==> src/rtl/wb_cmd_master.sv <==
// wb_cmd_master: Wishbone pipelined initiator that runs one single-beat transfer per command, retrying a bounded number of times.
// Latency: with no stall and an ack in the cycle after the strobe is accepted, rsp_valid_o is high 3 cycles after the command accept edge.
// Backpressure: cmd_ready_o is high only in IDLE, and wb_stall_i holds the strobe. Defining WB_MASTER_TIMEOUT_EN adds a watchdog on wb_cyc_o.
module wb_cmd_master #(
    parameter int ADDR_WIDTH     = 32,
    parameter int MAX_RETRY      = 3,
    parameter int TIMEOUT_CYCLES = 255
) (
    input  logic                  clk_i,
    input  logic                  rst_n_i,
    input  logic                  cmd_valid_i,
    output logic                  cmd_ready_o,
    input  logic                  cmd_we_i,
    input  logic [ADDR_WIDTH-1:0] cmd_adr_i,
    input  logic [3:0]            cmd_sel_i,
    input  logic [31:0]           cmd_dat_i,
    output logic                  rsp_valid_o,
    output logic [31:0]           rsp_dat_o,
    output logic                  rsp_err_o,
    output logic                  rsp_timeout_o,
    output logic                  wb_cyc_o,
    output logic                  wb_stb_o,
    output logic                  wb_we_o,
    output logic [ADDR_WIDTH-1:0] wb_adr_o,
    output logic [3:0]            wb_sel_o,
    output logic [31:0]           wb_dat_o,
    input  logic                  wb_ack_i,
    input  logic                  wb_err_i,
    input  logic                  wb_rty_i,
    input  logic                  wb_stall_i,
    input  logic [31:0]           wb_dat_i
);

    typedef enum logic [2:0] {IDLE, REQ, WAIT, BACKOFF, RESP} state_t;

    localparam logic [3:0] RETRY_LIMIT = 4'(MAX_RETRY);

    state_t                  state, nxt_state;
    logic                    we_q;
    logic [ADDR_WIDTH-1:0]   adr_q;
    logic [3:0]              sel_q;
    logic [31:0]             dat_q;
    logic [3:0]              retry_cnt;
    logic [31:0]             rsp_dat_q;
    logic                    rsp_err_q;
    logic                    rsp_to_q;
    logic                    done;
    logic                    done_err;
    logic                    done_to;
    logic [31:0]             done_dat;
    logic                    retry_inc;
    logic                    timeout_hit;

`ifdef WB_MASTER_TIMEOUT_EN
    localparam int            TW      = $clog2(TIMEOUT_CYCLES + 1);
    localparam logic [TW-1:0] TO_LAST = TW'(TIMEOUT_CYCLES - 1);

    logic [TW-1:0] to_cnt;

    // Cleared in the cycles before REQ is entered, so the first REQ cycle counts as cycle 0.
    always_ff @(posedge clk_i or negedge rst_n_i) begin
        if (!rst_n_i) begin
            to_cnt <= '0;
        end else if (state == IDLE || state == BACKOFF) begin
            to_cnt <= '0;
        end else if (wb_cyc_o && to_cnt != TO_LAST) begin
            to_cnt <= to_cnt + 1'b1;
        end
    end

    assign timeout_hit = wb_cyc_o && (to_cnt == TO_LAST);
`else
    assign timeout_hit = 1'b0;
`endif

    always_ff @(posedge clk_i or negedge rst_n_i) begin
        if (!rst_n_i) begin
            state <= IDLE;
        end else begin
            state <= nxt_state;
        end
    end

    // A strobe that is not stalled may be terminated in the same cycle, so REQ shares the WAIT decode.
    always_comb begin
        nxt_state = state;
        done      = 1'b0;
        done_err  = 1'b0;
        done_to   = 1'b0;
        done_dat  = '0;
        retry_inc = 1'b0;
        case (state)
            IDLE: begin
                if (cmd_valid_i) nxt_state = REQ;
            end
            REQ, WAIT: begin
                if (state == WAIT || !wb_stall_i) begin
                    if (wb_err_i) begin
                        done     = 1'b1;
                        done_err = 1'b1;
                    end else if (wb_ack_i) begin
                        done     = 1'b1;
                        done_dat = we_q ? 32'h0 : wb_dat_i;
                    end else if (wb_rty_i) begin
                        if (retry_cnt < RETRY_LIMIT) begin
                            retry_inc = 1'b1;
                            nxt_state = BACKOFF;
                        end else begin
                            done     = 1'b1;
                            done_err = 1'b1;
                        end
                    end else if (timeout_hit) begin
                        done     = 1'b1;
                        done_err = 1'b1;
                        done_to  = 1'b1;
                    end else begin
                        nxt_state = WAIT;
                    end
                end else if (timeout_hit) begin
                    done     = 1'b1;
                    done_err = 1'b1;
                    done_to  = 1'b1;
                end
                if (done) nxt_state = RESP;
            end
            BACKOFF: nxt_state = REQ;
            RESP:    nxt_state = IDLE;
            default: nxt_state = IDLE;
        endcase
    end

    always_comb begin
        cmd_ready_o = (state == IDLE);
        wb_cyc_o    = (state == REQ) || (state == WAIT);
        wb_stb_o    = (state == REQ);
        rsp_valid_o = (state == RESP);
    end

    always_ff @(posedge clk_i or negedge rst_n_i) begin
        if (!rst_n_i) begin
            we_q      <= 1'b0;
            adr_q     <= '0;
            sel_q     <= '0;
            dat_q     <= '0;
            retry_cnt <= '0;
            rsp_dat_q <= '0;
            rsp_err_q <= 1'b0;
            rsp_to_q  <= 1'b0;
        end else begin
            if (state == IDLE && cmd_valid_i) begin
                we_q      <= cmd_we_i;
                adr_q     <= cmd_adr_i;
                sel_q     <= cmd_sel_i;
                dat_q     <= cmd_dat_i;
                retry_cnt <= '0;
            end else if (retry_inc) begin
                retry_cnt <= retry_cnt + 1'b1;
            end
            if (done) begin
                rsp_dat_q <= done_dat;
                rsp_err_q <= done_err;
                rsp_to_q  <= done_to;
            end
        end
    end

    assign wb_we_o       = we_q;
    assign wb_adr_o      = adr_q;
    assign wb_sel_o      = sel_q;
    assign wb_dat_o      = dat_q;
    assign rsp_dat_o     = rsp_dat_q;
    assign rsp_err_o     = rsp_valid_o & rsp_err_q;
    assign rsp_timeout_o = rsp_valid_o & rsp_to_q;

endmodule

==> config.mk <==
export PLATFORM = sky130hd
export DESIGN_NAME = wb_cmd_master
export DESIGN_NICKNAME = d
export VERILOG_FILES = /design/src/rtl/wb_cmd_master.sv
export SDC_FILE = /design/constraint.sdc
export NUM_CORES = 1
export LEC_CHECK = 0
export ABC_AREA = 1
export CELL_PAD_IN_SITES_DETAIL_PLACEMENT = 1
export CELL_PAD_IN_SITES_GLOBAL_PLACEMENT = 2
export CORE_MARGIN = 2
export CORE_UTILIZATION = 25
export DETAILED_ROUTE_END_ITERATION = 12
export PLACE_DENSITY = 0.78
export SLEW_MARGIN = 5
export SYNTH_ARGS = -nofsm -noshare
export SYNTH_HDL_FRONTEND = slang
export SYNTH_SLANG_ARGS = --single-unit
==> constraint.sdc <==
create_clock -name clk_i -period 2.8 [get_ports clk_i]
set_input_delay 0.56 -clock clk_i [delete_from_list [all_inputs] [get_ports clk_i]]
set_output_delay 0.56 -clock clk_i [all_outputs]
set_load 0.01 [all_outputs]
==> qor.log, run 1 <==
qor: power_and_ir_drop.p_per_area 1130 nW/µm²
qor: floorplan.floorplan.io_pins 215
qor: synth.syn_nets 457
qor: clocking.cts_num_sinks 109
qor: floorplan.dieHeight 140 µm
qor: synth.synth.yosys.seq_area_share 59.1%
qor: synth.synthDominantCellAreaShare 59.1%
qor: clocking.cts-root-buf clkbuf_16
qor: floorplan.fp.dieArea 19,600 µm²
qor: placement.globalplace.congestion 0.799
qor: status.status complete, no violations
qor: clocking.post_cts.resized_instances 0
qor: synth.syn-cell-area 4620 µm²
qor: power_and_ir_drop.leakage 3.37 nW
qor: layout.finish.instance_area 7290 µm²
qor: sta.setup_viol 0
qor: placement.post-place-ws 528 ps
qor: layout.insertedDiodeCount 0
qor: worst_setup_path.maximum_single_stage_delay_on_the_critical_path 590 ps
qor: routing.antenna_left 0
qor: sta.setup_tns 0 ps
qor: layout.area_growth_synth_to_finish 57.8%
qor: routing.drcViolationCount 0
qor: synth.post_synth_and_or_nand_nor_area_fraction 9.75%
qor: worst_setup_path.cp_num_buf_inv 2
qor: worst_setup_path.worst-setup-path-type reg2out
qor: worst_setup_path.critical_path.max_fanout 6
qor: sta.tightestPinTransition 596 ps
qor: synth.ys_seq_elements 109
qor: clocking.holdBufCountCts 0
qor: sta.worst_slack 515 ps
qor: global_routing.grt_max_degree 45
qor: floorplan.placementRows 49
qor: routing.via_count 3,478
qor: routing.detail_route.first_pass.iterations 4
qor: global_routing.globalRouteTotalUtil 14.2%
qor: synth.yosys-mux-area-fraction 21.3%
qor: worst_setup_path.cp_slowest_cell clkdlybuf4s50_1
qor: routing.detailed_route_wire_length 13,800 µm
qor: worst_setup_path.worst_setup_path_end_kind output port
qor: clocking.max-clock-path-buffers 2
qor: clocking.clock_insertion_delay_worst_skew 350 ps
qor: floorplan.initial_core_util 25.6%
qor: synth.synth.yosys.warnings 0
qor: global_routing.antenna_found_initial 0
qor: layout.n_fill_cell 1,911
qor: sta.period_needed 2290 ps
qor: routing.starting_drt_drc_count 107
qor: synth.yosys.cell_types.count 28
qor: power_and_ir_drop.irDropWorstVdd 0.585 mV
qor: synth.synth_top_family_by_area multiplexers
qor: layout.drive_gt1_share 18.4%
qor: synth.synth_compound_gate_area_share 3.96%
qor: synth.synth_area_leader_cell dfrtp_1
qor: global_routing.grt_pass1_vias 3,842
qor: sta.fin_worst_skew 8.25 ps
qor: sta.rsz0062_at_grt false
qor: placement.dp.final_hpwl 10,200 µm
qor: power_and_ir_drop.post-layout-total-power 8.20 mW
qor: sta.finalHoldViolations 0
qor: clocking.ctsHtreeMaxLevel 3
qor: worst_hold_path.holdCritPathClass in2async
qor: synth.syn_inst 348
qor: worst_setup_path.timing.critical_path.cells inv_1 > nand3_1 > nand2_2 > clkdlybuf4s50_1
qor: layout.num-nets-final 669
qor: clocking.post_cts.repair.setup_buffers 0
qor: global_routing.grt-ovfl-total 0
qor: sta.timing_max_transition_violations_final 0
qor: worst_setup_path.required 2240 ps
qor: worst_setup_path.start_kind register
qor: worst_setup_path.timing.critical_path.arrival 1730 ps
qor: run.cap_viol_max_count 0
qor: floorplan.placeableCoreArea 18,000 µm²
qor: clocking.tritoncts built
qor: global_routing.first_pass_grt_wire_length 21,900 µm
qor: floorplan.fp.dieW 140 µm
qor: clocking.clkTransAtPathRegs 70 ps
qor: placement.dpl_cell_area 6960 µm²
qor: sta.timing.fmax 438 MHz
qor: synth.synthAdderAreaFrac 0.271%
qor: synth.postSynthAreaPerCell 13.3 µm²
qor: placement.io_buf_count 213
qor: synth.area_share_of_xor_xnor_cells_in_the_synthesized_design 0.190%
qor: synth.area_contributors_post_synth dfrtp_1 59%, mux2_4 18%, nand3_1 3.9%, nand2_1 3.8%, o21ai_0 3.7%
qor: routing.wl_per_cell 17.3 µm
qor: clocking.tritoncts_buffers 9
qor: routing.vias_per_cell 4.38
qor: sta.worst_slew_margin_rel 60.2%
qor: worst_setup_path.critPathTopFamily buffers and inverters
qor: sta.final.period_utilization 81.6%
## cell usage after synthesis (all sizes together)
cell type and n:
dfrtp 109, mux2 69, nand2 50, nand3 37, o21ai 34, buf 12
inv 11, clkbuf 9, nor2 8, a21oi 1, and3 1, conb 1
ha 1, nand3b 1, nand4 1, nor3 1, o21a 1, xor2 1
## final cells by class
cell class	instances	area, µm²	area share (%)
flip-flops and latches	109	2730	37.4
clock buffers	9	225	3.09
well taps	229	287	3.93
inverters	11	41.3	0.567
clock inverters	7	97.6	1.34
repair buffers	222	2260	31.0
multi-input cells	207	1650	22.6
## placed cells by master, fill, tap and decap left out, types with 5 or more instances in the layout
cell type	count
buf_12	5
buf_4	5
clkbuf_16	9
clkdlybuf4s50_1	212
dfrtp_1	109
inv_1	9
mux2_2	14
mux2_4	55
nand2_1	47
nand3_1	36
nor2_1	5
o21ai_0	34
## through the flow
stage	hold slack [ps]	std cells	utilization [%]
final	209	794	40.4
after global routing	242	794	40.4
after CTS	213	794	40.4
after detailed placement	472	778	38.6
after global placement	451	778	38.6
after floorplan	264	348	-
## kinds of logic (layout without fill, tap and decap cells)
kind of cell,Yosys count,after routing
other,1,1
xor gates and xnor gates,1,1
buffers and inverters,32,249
and+or+nand+nor,99,99
muxes,69,69
adders and majority gates,1,1
DFF,109,109
AOI/OAI and AO/OA,36,36
## layer usage
metal / part of all wire (%) / GRT usage (%)
met5: 0 / 0
met4: 0.81 / 2.89
met3: 7.1 / 4.89
met2: 48 / 23.3
met1: 44 / 18.5
## power by group
part / internal (mW) / leakage, nW / total [mW] / switching, mW
clock: 0.788 / 0.152 / 1.38 / 0.593
sequential: 2.30 / 1.35 / 2.74 / 0.435
combinational: 2.43 / 1.87 / 4.08 / 1.65
total: 5.52 / 3.37 / 8.20 / 2.68
## final timing paths
check | start | to | slack [ps] | cells past startpoint
min in group clk_i | retry_cnt[3]$_DFFE_PN0P_ | retry_cnt[3]$_DFFE_PN0P_ | 480 | 2
setup reg to reg | state[2]$_DFFE_PN0P_ | rsp_dat_o[9]$_DFFE_PN0P_ | 900 | 8
hold / removal | rst_n_i | wb_adr_o[8]$_DFFE_PN0P_ | 210 | 1
max in group asynchronous | rst_n_i | wb_dat_o[4]$_DFFE_PN0P_ | 1780 | 2
setup / recovery | state[2]$_DFFE_PN0P_ | wb_cyc_o | 510 | 4
hold reg to reg | retry_cnt[3]$_DFFE_PN0P_ | retry_cnt[3]$_DFFE_PN0P_ | 480 | 2
## worst register-to-register path, stage by stage (launching register included)
cell,delay [ps]
dfrtp_1,390
inv_1,130
nand3_1,120
nand2_2,150
inv_2,240
nor2_4,200
buf_4,340
nand3_1,170
nand2_1,100
## state kept, by name (all words and copies together) (netlist names)
register	cells
retry_cnt	4
rsp_dat_o	32
rsp_err_q	1
state	3
wb_adr_o	32
wb_dat_o	32
wb_sel_o	4
wb_we_o	1
Note: power is estimated with default switching activity, not from simulation.
==> run 2, diff against run 1 <==
==> constraint.sdc (replaced) <==
create_clock -name clk_i -period 2.2 [get_ports clk_i]
set_input_delay 0.44 -clock clk_i [delete_from_list [all_inputs] [get_ports clk_i]]
set_output_delay 0.44 -clock clk_i [all_outputs]
set_load 0.01 [all_outputs]
==> run 2 against run 1 <==
- non-clock buffer count unchanged
- utilization decreased by 0.19 points
- flip-flop and latch count unchanged
- worst hold slack got worse by 170 ps
- highest routed layer unchanged
- largest cell class unchanged
- routed wire length decreased by 0.15%
- design area decreased by 0.46%
- power increased by 25%
- setup slack got worse by 450 ps
- clock skew about the same
- count of clock-buffer cells in the layout increased by 2
- clock power increased by 14%
==> qor.log, run 2 (same netlist as run 1, synthesis figures left out) <==
qor: status.status complete, no violations
qor: routing.detail_route.first_pass.iterations 4 [unchanged]
qor: layout.num-nets-final 669 [unchanged]
qor: sta.timing.fmax 469 MHz
qor: clocking.clkTransAtPathRegs 70 ps [about the same]
qor: sta.timing_max_transition_violations_final 0 [unchanged]
qor: layout.insertedDiodeCount 0 [unchanged]
qor: sta.fin_hold_ws 34.9 ps [-174 ps]
qor: clocking.holdBufCountCts 0 [unchanged]
qor: run.cap_viol_max_count 0 [unchanged]
qor: global_routing.grt-ovfl-total 0 [unchanged]
qor: sta.tightestPinTransition 541 ps [-54.9 ps]
qor: clocking.cts-root-buf clkbuf_16
qor: placement.dp.final_hpwl 10,200 µm [about the same]
qor: power_and_ir_drop.p_per_area 1410 nW/µm² [+25%]
qor: sta.final.period_utilization 96.9%
qor: clocking.clock_insertion_delay_worst_skew 350 ps [about the same]
qor: routing.drcViolationCount 0 [unchanged]
qor: floorplan.placementRows 49 [unchanged]
qor: routing.via_count 3,498 [+0.58%]
qor: sta.setup_viol 0 [unchanged]
qor: routing.detailed_route_wire_length 13,700 µm [-0.15%]
qor: worst_setup_path.critPathTopFamily buffers and inverters
qor: sta.worst_slew_margin_rel 63.9% [+3.6 points]
qor: clocking.ctsHtreeMaxLevel 3 [unchanged]
qor: worst_setup_path.critical_path.max_fanout 5 [-1]
qor: sta.period_needed 2130 ps
qor: power_and_ir_drop.irDropWorstVdd 0.603 mV [+3.0%]
qor: routing.routedLengthMet1 6110 µm [+0.11%]
qor: routing.max_layer_used met4
qor: worst_setup_path.maximum_single_stage_delay_on_the_critical_path 640 ps [+50 ps]
qor: routing.wl_per_cell 17.3 µm [-0.15%]
qor: layout.commonest_cells_after_routing_fill_and_taps_aside 210 x clkdlybuf4s50_1, 109 x dfrtp_1, 55 x mux2_4
qor: worst_setup_path.required 1760 ps [-480 ps]
qor: clocking.post_cts.repair.setup_buffers 0 [unchanged]
qor: worst_setup_path.timing.critical_path.cells nor3_1 > clkdlybuf4s50_1
qor: global_routing.antenna_found_initial 0 [unchanged]
qor: global_routing.first_pass_grt_wire_length 21,700 µm [-1.1%]
qor: routing.antenna_left 0 [unchanged]
qor: floorplan.placeableCoreArea 18,000 µm² [unchanged]
qor: routing.route.met3.wl 945 µm [-3.3%]
qor: placement.io_buf_count 213 [unchanged]
qor: global_routing.grt_pass1_vias 3,883 [+1.1%]
qor: worst_setup_path.cp_slowest_cell clkdlybuf4s50_1
qor: layout.fin_util 40.2% [-0.19 points]
qor: sta.setup_tns 0 ps [unchanged]
qor: sta.fin_worst_skew 8.39 ps [+0.138 ps]
qor: routing.vias_per_cell 4.41 [+0.58%]
qor: worst_setup_path.timing.critical_path.arrival 1690 ps [-40 ps]
qor: global_routing.grt_max_degree 48 [+6.7%]
qor: floorplan.dieHeight 140 µm [unchanged]
qor: floorplan.floorplan.io_pins 215 [unchanged]
qor: power_and_ir_drop.leakage 3.38 nW [about the same]
qor: sta.rsz0062_at_grt false
qor: clocking.tritoncts_buffers 9 [unchanged]
qor: floorplan.initial_core_util 25.6% [unchanged]
qor: worst_hold_path.holdCritPathClass in2async
qor: routing.starting_drt_drc_count 83 [-22%]
qor: placement.globalplace.congestion 0.794 [-0.56%]
qor: routing.met2_length 6420 µm [-2.2%]
qor: sta.finalHoldViolations 0 [unchanged]
qor: layout.drive_gt1_share 18.4% [unchanged]
qor: floorplan.fp.dieW 140 µm [unchanged]
qor: floorplan.fp.dieArea 19,600 µm² [unchanged]
qor: layout.final_common_cell clkdlybuf4s50_1
qor: clocking.cts_num_sinks 109 [unchanged]
qor: clocking.tritoncts built
qor: global_routing.globalRouteTotalUtil 14.1% [-0.19 points]
qor: clocking.max-clock-path-buffers 2 [unchanged]
qor: layout.area_growth_synth_to_finish 57.1%
qor: worst_setup_path.worst_setup_path_end_kind output port
qor: worst_setup_path.cp_num_buf_inv 1 [-1]
qor: worst_setup_path.start_kind register
qor: worst_setup_path.worst-setup-path-type reg2out
==> run 2: cell count changes in the layout (fill, tap and decap cells not counted) <==
cell,before,now
bufinv_16,2,0
clkbuf_8,0,2
clkdlybuf4s50_1,212,210
clkinv_2,1,2
clkinv_4,1,2
clkinvlp_4,2,1
dlygate4sd2_1,0,1
dlymetal6s2s_1,0,1
inv_6,1,0
==> run 2: through the flow <==
stage	setup slack [ps]	instances	area (µm²)	power (mW)
2_1_floorplan	751	348	4620	6.18
3_3_place_gp	297	778	6960	8.60
3_5_place_dp	236	778	6960	8.77
4_1_cts	39.4	794	7250	10.4
5_1_grt	9.94	794	7250	10.9
6_report	67.9	794	7250	10.2
==> run 2: area by class of cell <==
type                       count  area (µm²)
fill                        1907       10800
clock buffer                  11         253
timing repair buffer         222        2260
inverter                      11        41.3
sequential                   109        2730
clock inverter                 5        35.0
tap                          229         287
multi-input combinational    207        1650
==> run 2: path summary, 6_finish.rpt <==
| check | from | slack [ps] | cells after the start | end |
|---|---|---|---|---|
| setup reg to reg | state[1]$_DFFE_PN0P_ | 440 | 8 | rsp_dat_o[26]$_DFFE_PN0P_ |
| hold reg to reg | retry_cnt[2]$_DFFE_PN0P_ | 490 | 2 | retry_cnt[2]$_DFFE_PN0P_ |
| max in group asynchronous | rst_n_i | 1530 | 2 | wb_adr_o[3]$_DFFE_PN0P_ |
| hold / removal | rst_n_i | 30 | 1 | wb_adr_o[8]$_DFFE_PN0P_ |
| min in group clk_i | retry_cnt[2]$_DFFE_PN0P_ | 490 | 2 | retry_cnt[2]$_DFFE_PN0P_ |
| setup / recovery | state[1]$_DFFE_PN0P_ | 70 | 2 | rsp_valid_o |
==> run 2: power by group <==
| part | switching (mW) | leakage [nW] | internal, mW |
|---|---|---|---|
| Sequential | 0.555 | 1.35 | 2.93 |
| Combinational | 2.10 | 1.88 | 3.08 |
| Clock | 0.747 | 0.141 | 0.831 |
==> run 2: routing by layer <==
layer	GRT usage [%]	vias up
met2	22.4	137
met3	4.14	16
met1	18.2	1750
met4	5.11	0
met5	0	-
li1	-	1595
==> run 2: what timing repair did <==
| item | 4_1_cts | 5_1_grt |
|---|---|---|
| gates cloned | 0 | 0 |
| setup endpoints to repair | 1 | 1 |
| hold endpoints to repair | 0 | 0 |
| resized for setup | 1 | 1 |
==> run 3, diff against run 2 <==
--- a/config.mk
+++ b/config.mk
@@ -5,13 +5,13 @@
 export SDC_FILE = /design/constraint.sdc
 export NUM_CORES = 1
 export LEC_CHECK = 0
-export ABC_AREA = 1
+export ABC_AREA = 0
 export CELL_PAD_IN_SITES_DETAIL_PLACEMENT = 1
 export CELL_PAD_IN_SITES_GLOBAL_PLACEMENT = 2
 export CORE_MARGIN = 2
-export CORE_UTILIZATION = 25
+export CORE_UTILIZATION = 23
 export DETAILED_ROUTE_END_ITERATION = 12
-export PLACE_DENSITY = 0.78
+export PLACE_DENSITY = 0.79
 export SLEW_MARGIN = 5
 export SYNTH_ARGS = -nofsm -noshare
 export SYNTH_HDL_FRONTEND = slang
==> run 3 against run 2 <==
- count of clock-buffer cells in the layout decreased by 2
- clock skew shrank 4.5 ps
- design area decreased by 4.7%
- routed wire length fell by 2.3%
- first-iteration DRC count is 48% higher
- non-clock buffer count down 1
- utilization decreased by 1.9 points
- critical path depth did not move
- synthesized area down 8.2%
- largest power group unchanged
==> qor.log, run 3 <==
qor: sta.rsz0062_at_grt false
qor: sta.setup_viol 0 [unchanged]
qor: clocking.clkTransAtPathRegs 80 ps [about the same]
qor: worst_setup_path.timing.critical_path.arrival 1650 ps [-40 ps]
qor: layout.insertedDiodeCount 0 [unchanged]
qor: synth.synth_edf_count 0 [unchanged]
qor: sta.fin_hold_ws 144 ps [+109 ps]
qor: worst_setup_path.start_kind register
qor: power_and_ir_drop.irDropWorstVdd 0.640 mV [+6.1%]
qor: routing.vias_per_cell 4.29 [-2.6%]
qor: placement.globalplace.congestion 0.750 [-5.6%]
qor: global_routing.grt-ovfl-total 0 [unchanged]
qor: sta.fin_worst_skew 3.90 ps [-4.49 ps]
qor: sta.tightestPinTransition 623 ps [+81.9 ps]
qor: clocking.max-clock-path-buffers 2 [unchanged]
qor: layout.regArea 2730 µm² [+0.14%]
qor: placement.dp.final_hpwl 9500 µm [-7.1%]
qor: layout.multiInputGateArea 1330 µm² [-19%]
qor: clocking.holdBufCountCts 0 [unchanged]
qor: routing.detail_route.first_pass.iterations 4 [unchanged]
qor: status.status complete, no violations
qor: layout.layout.cells.non_filler 850 [+7.1%]
qor: clocking.clock_insertion_delay_worst_skew 350 ps [about the same]
qor: floorplan.dieHeight 140 µm [-0.11%]
qor: layout.num-nets-final 725 [+8.4%]
qor: layout.drive_gt1_share 6.60% [-12 points]
qor: routing.via_count 3,647 [+4.3%]
qor: synth.synth.yosys.seq_area_share 64.3% [+5.3 points]
qor: routing.wl_per_cell 15.8 µm [-8.8%]
qor: worst_setup_path.timing.reg2reg.setup_slack 480 ps [+40 ps]
qor: layout.final_common_cell clkdlybuf4s50_1
qor: power_and_ir_drop.post-layout-total-power 9.05 mW [-12%]
qor: global_routing.antenna_found_initial 0 [unchanged]
qor: synth.synth.top_cells.by_count 210 x nand2_1, 109 x dfrtp_1, 30 x a22o_1
qor: clocking.cts_num_sinks 109 [unchanged]
qor: clocking.tritoncts built
qor: global_routing.grt_max_degree 110 [+130%]
qor: run.cap_viol_max_count 0 [unchanged]
qor: placement.placed_instance_count 831 [+6.8%]
qor: synth.yosys.cell_types.count 31 [+11%]
qor: sta.setup_tns 0 ps [unchanged]
qor: layout.area_growth_synth_to_finish 63.1%
qor: synth.area_contributors_post_synth dfrtp_1 64%, nand2_1 19%, a22o_1 6.2%, buf_6 1.6%, buf_2 1.3%
qor: floorplan.initial_core_util 23.5% [-2.1 points]
qor: routing.detailed_route_wire_length 13,400 µm [-2.3%]
qor: floorplan.fp.dieW 140 µm [-0.11%]
qor: synth.async_flop_share 100% [unchanged]
qor: worst_setup_path.critical_path.max_fanout 7 [+2]
qor: sta.timing_max_transition_violations_final 0 [unchanged]
qor: routing.starting_drt_drc_count 123 [+48%]
qor: worst_setup_path.cp_slowest_cell clkdlybuf4s50_1
qor: synth.synth.yosys.warnings 0 [unchanged]
qor: synth.synthMostInstantiatedCell nand2_1
qor: synth.syn-cell-area 4240 µm² [-8.2%]
qor: placement.io_buf_count 213 [unchanged]
qor: floorplan.placementRows 49 [unchanged]
qor: floorplan.placeableCoreArea 18,000 µm² [unchanged]
qor: synth.syn_inst 408 [+17%]
qor: routing.drcViolationCount 0 [unchanged]
qor: sta.final.period_utilization 95.2% [-1.7 points]
qor: synth.syn_nets 517 [+13%]
qor: layout.n_fill_cell 2,013 [+5.6%]
qor: worst_setup_path.required 1760 ps [about the same]
qor: clocking.ctsHtreeMaxLevel 3 [unchanged]
qor: sta.period_needed 2090 ps [-38.4 ps]
qor: layout.commonest_cells_after_routing_fill_and_taps_aside 210 x clkdlybuf4s50_1, 209 x nand2_1, 106 x dfrtp_1
qor: global_routing.grt_pass1_vias 3,907 [+0.62%]
qor: worst_setup_path.worst_setup_path_end_kind output port
qor: global_routing.globalRouteTotalUtil 13.8% [-0.27 points]
qor: floorplan.fp.dieArea 19,500 µm² [-0.22%]
qor: worst_setup_path.maximum_single_stage_delay_on_the_critical_path 580 ps [-60 ps]
qor: sta.finalHoldViolations 0 [unchanged]
qor: synth.synthDominantCellAreaShare 64.3% [+5.3 points]
qor: synth.postSynthAreaPerCell 10.4 µm² [-22%]
qor: worst_setup_path.timing.critical_path.cells nor3_2 > clkdlybuf4s50_1
qor: sta.worst_slew_margin_rel 58.5% [-5.4 points]
qor: global_routing.first_pass_grt_wire_length 21,400 µm [-1.3%]
qor: power_and_ir_drop.p_per_area 1310 nW/µm² [-7.3%]
qor: synth.synth_area_leader_cell dfrtp_1
qor: sta.timing.fmax 478 MHz [+1.8%]
qor: synth.synth_top_flop_cell dfrtp_1
qor: floorplan.floorplan.io_pins 215 [unchanged]
qor: worst_setup_path.worst-setup-path-type reg2out
qor: synth.ys_seq_elements 109 [unchanged]
qor: routing.antenna_left 0 [unchanged]
qor: clocking.cts-root-buf clkbuf_16
qor: power_and_ir_drop.leakage 3.24 nW [-4.0%]
qor: clocking.tritoncts_buffers 9 [unchanged]
qor: worst_hold_path.holdCritPathClass in2async
[run 3: cell count changes after synthesis, sizes merged, moves of 10 or more]
cell	before	now
buf	12	22
o21ai	34	1
nand2	50	210
inv	11	1
a22o	0	32
nand3	37	1
mux2	69	0
[run 3: final cells by class]
cell class / instances / area share, %
repair buffers: 221 / 32.6
clock inverters: 7 / 1.21
flip-flops and latches: 109 / 39.5
inverters: 1 / 0.0543
well taps: 229 / 4.14
multi-input cells: 274 / 19.3
clock buffers: 9 / 3.26
[run 3: kinds of logic after synthesis]
group	count (synthesis)	share of synthesized area [%]
other	1	0.0885
and+or+nand+nor	229	21.8
buffers and inverters	25	4.57
adders and majority gates	1	0.295
DFF	109	64.3
AOI/OAI and AO/OA	43	8.88
[run 3: path summary, 6_finish.rpt]
kind | startpoint | end | depth (start not counted)
worst min-delay path | rst_n_i | rsp_dat_o[24]$_DFFE_PN0P_ | 2
min in group clk_i | wb_adr_o[10]$_DFFE_PN0P_ | wb_adr_o[10]$_DFFE_PN0P_ | 2
worst max-delay path | state[2]$_DFFE_PN0P_ | cmd_ready_o | 2
max in group asynchronous | rst_n_i | state[1]$_DFFE_PN0P_ | 2
worst min register to register | wb_adr_o[10]$_DFFE_PN0P_ | wb_adr_o[10]$_DFFE_PN0P_ | 2
worst max register to register | state[0]$_DFFE_PN0P_ | rsp_err_q$_DFFE_PN0P_ | 6
[run 3: worst max-delay path: cells and delay by family, from the launching register on]
family	cells	cell delay, ps
DFF	1	460
and+or+nand+nor	1	270
buffers and inverters	1	580
[run 3: per-stage QoR]
step	util, %	area (µm²)	worst slack (ps)
6_report	38.4	6920	106
2_1_floorplan	-	4240	647
3_3_place_gp	36.4	6570	201
4_1_cts	38.2	6890	23.1
5_1_grt	38.4	6920	17.2
3_5_place_dp	36.4	6570	153
[run 3: power by group]
part / total [mW] / switching [mW] / leakage [nW] / internal (mW)
Clock: 1.70 / 0.795 / 0.142 / 0.902
Combinational: 3.97 / 1.76 / 1.71 / 2.21
Sequential: 3.38 / 0.519 / 1.39 / 2.86
[run 3: metal layers]
metal / track usage, % / wire length (µm) / vias up
met4: 3.79 / 153 / 0
met5: 0 / 0 / -
met2: 23.1 / 6620 / 120
met1: 16.3 / 5510 / 1801
met3: 5.68 / 1140 / 11
li1: - / - / 1715
[run 3: what timing repair did]
action	CTS	global route
pin swaps	0	1
endpoints found under the setup margin	3	1
cloned	0	0
gates resized for setup	5	2
hold endpoints to repair	0	0
buffers inserted	0	3
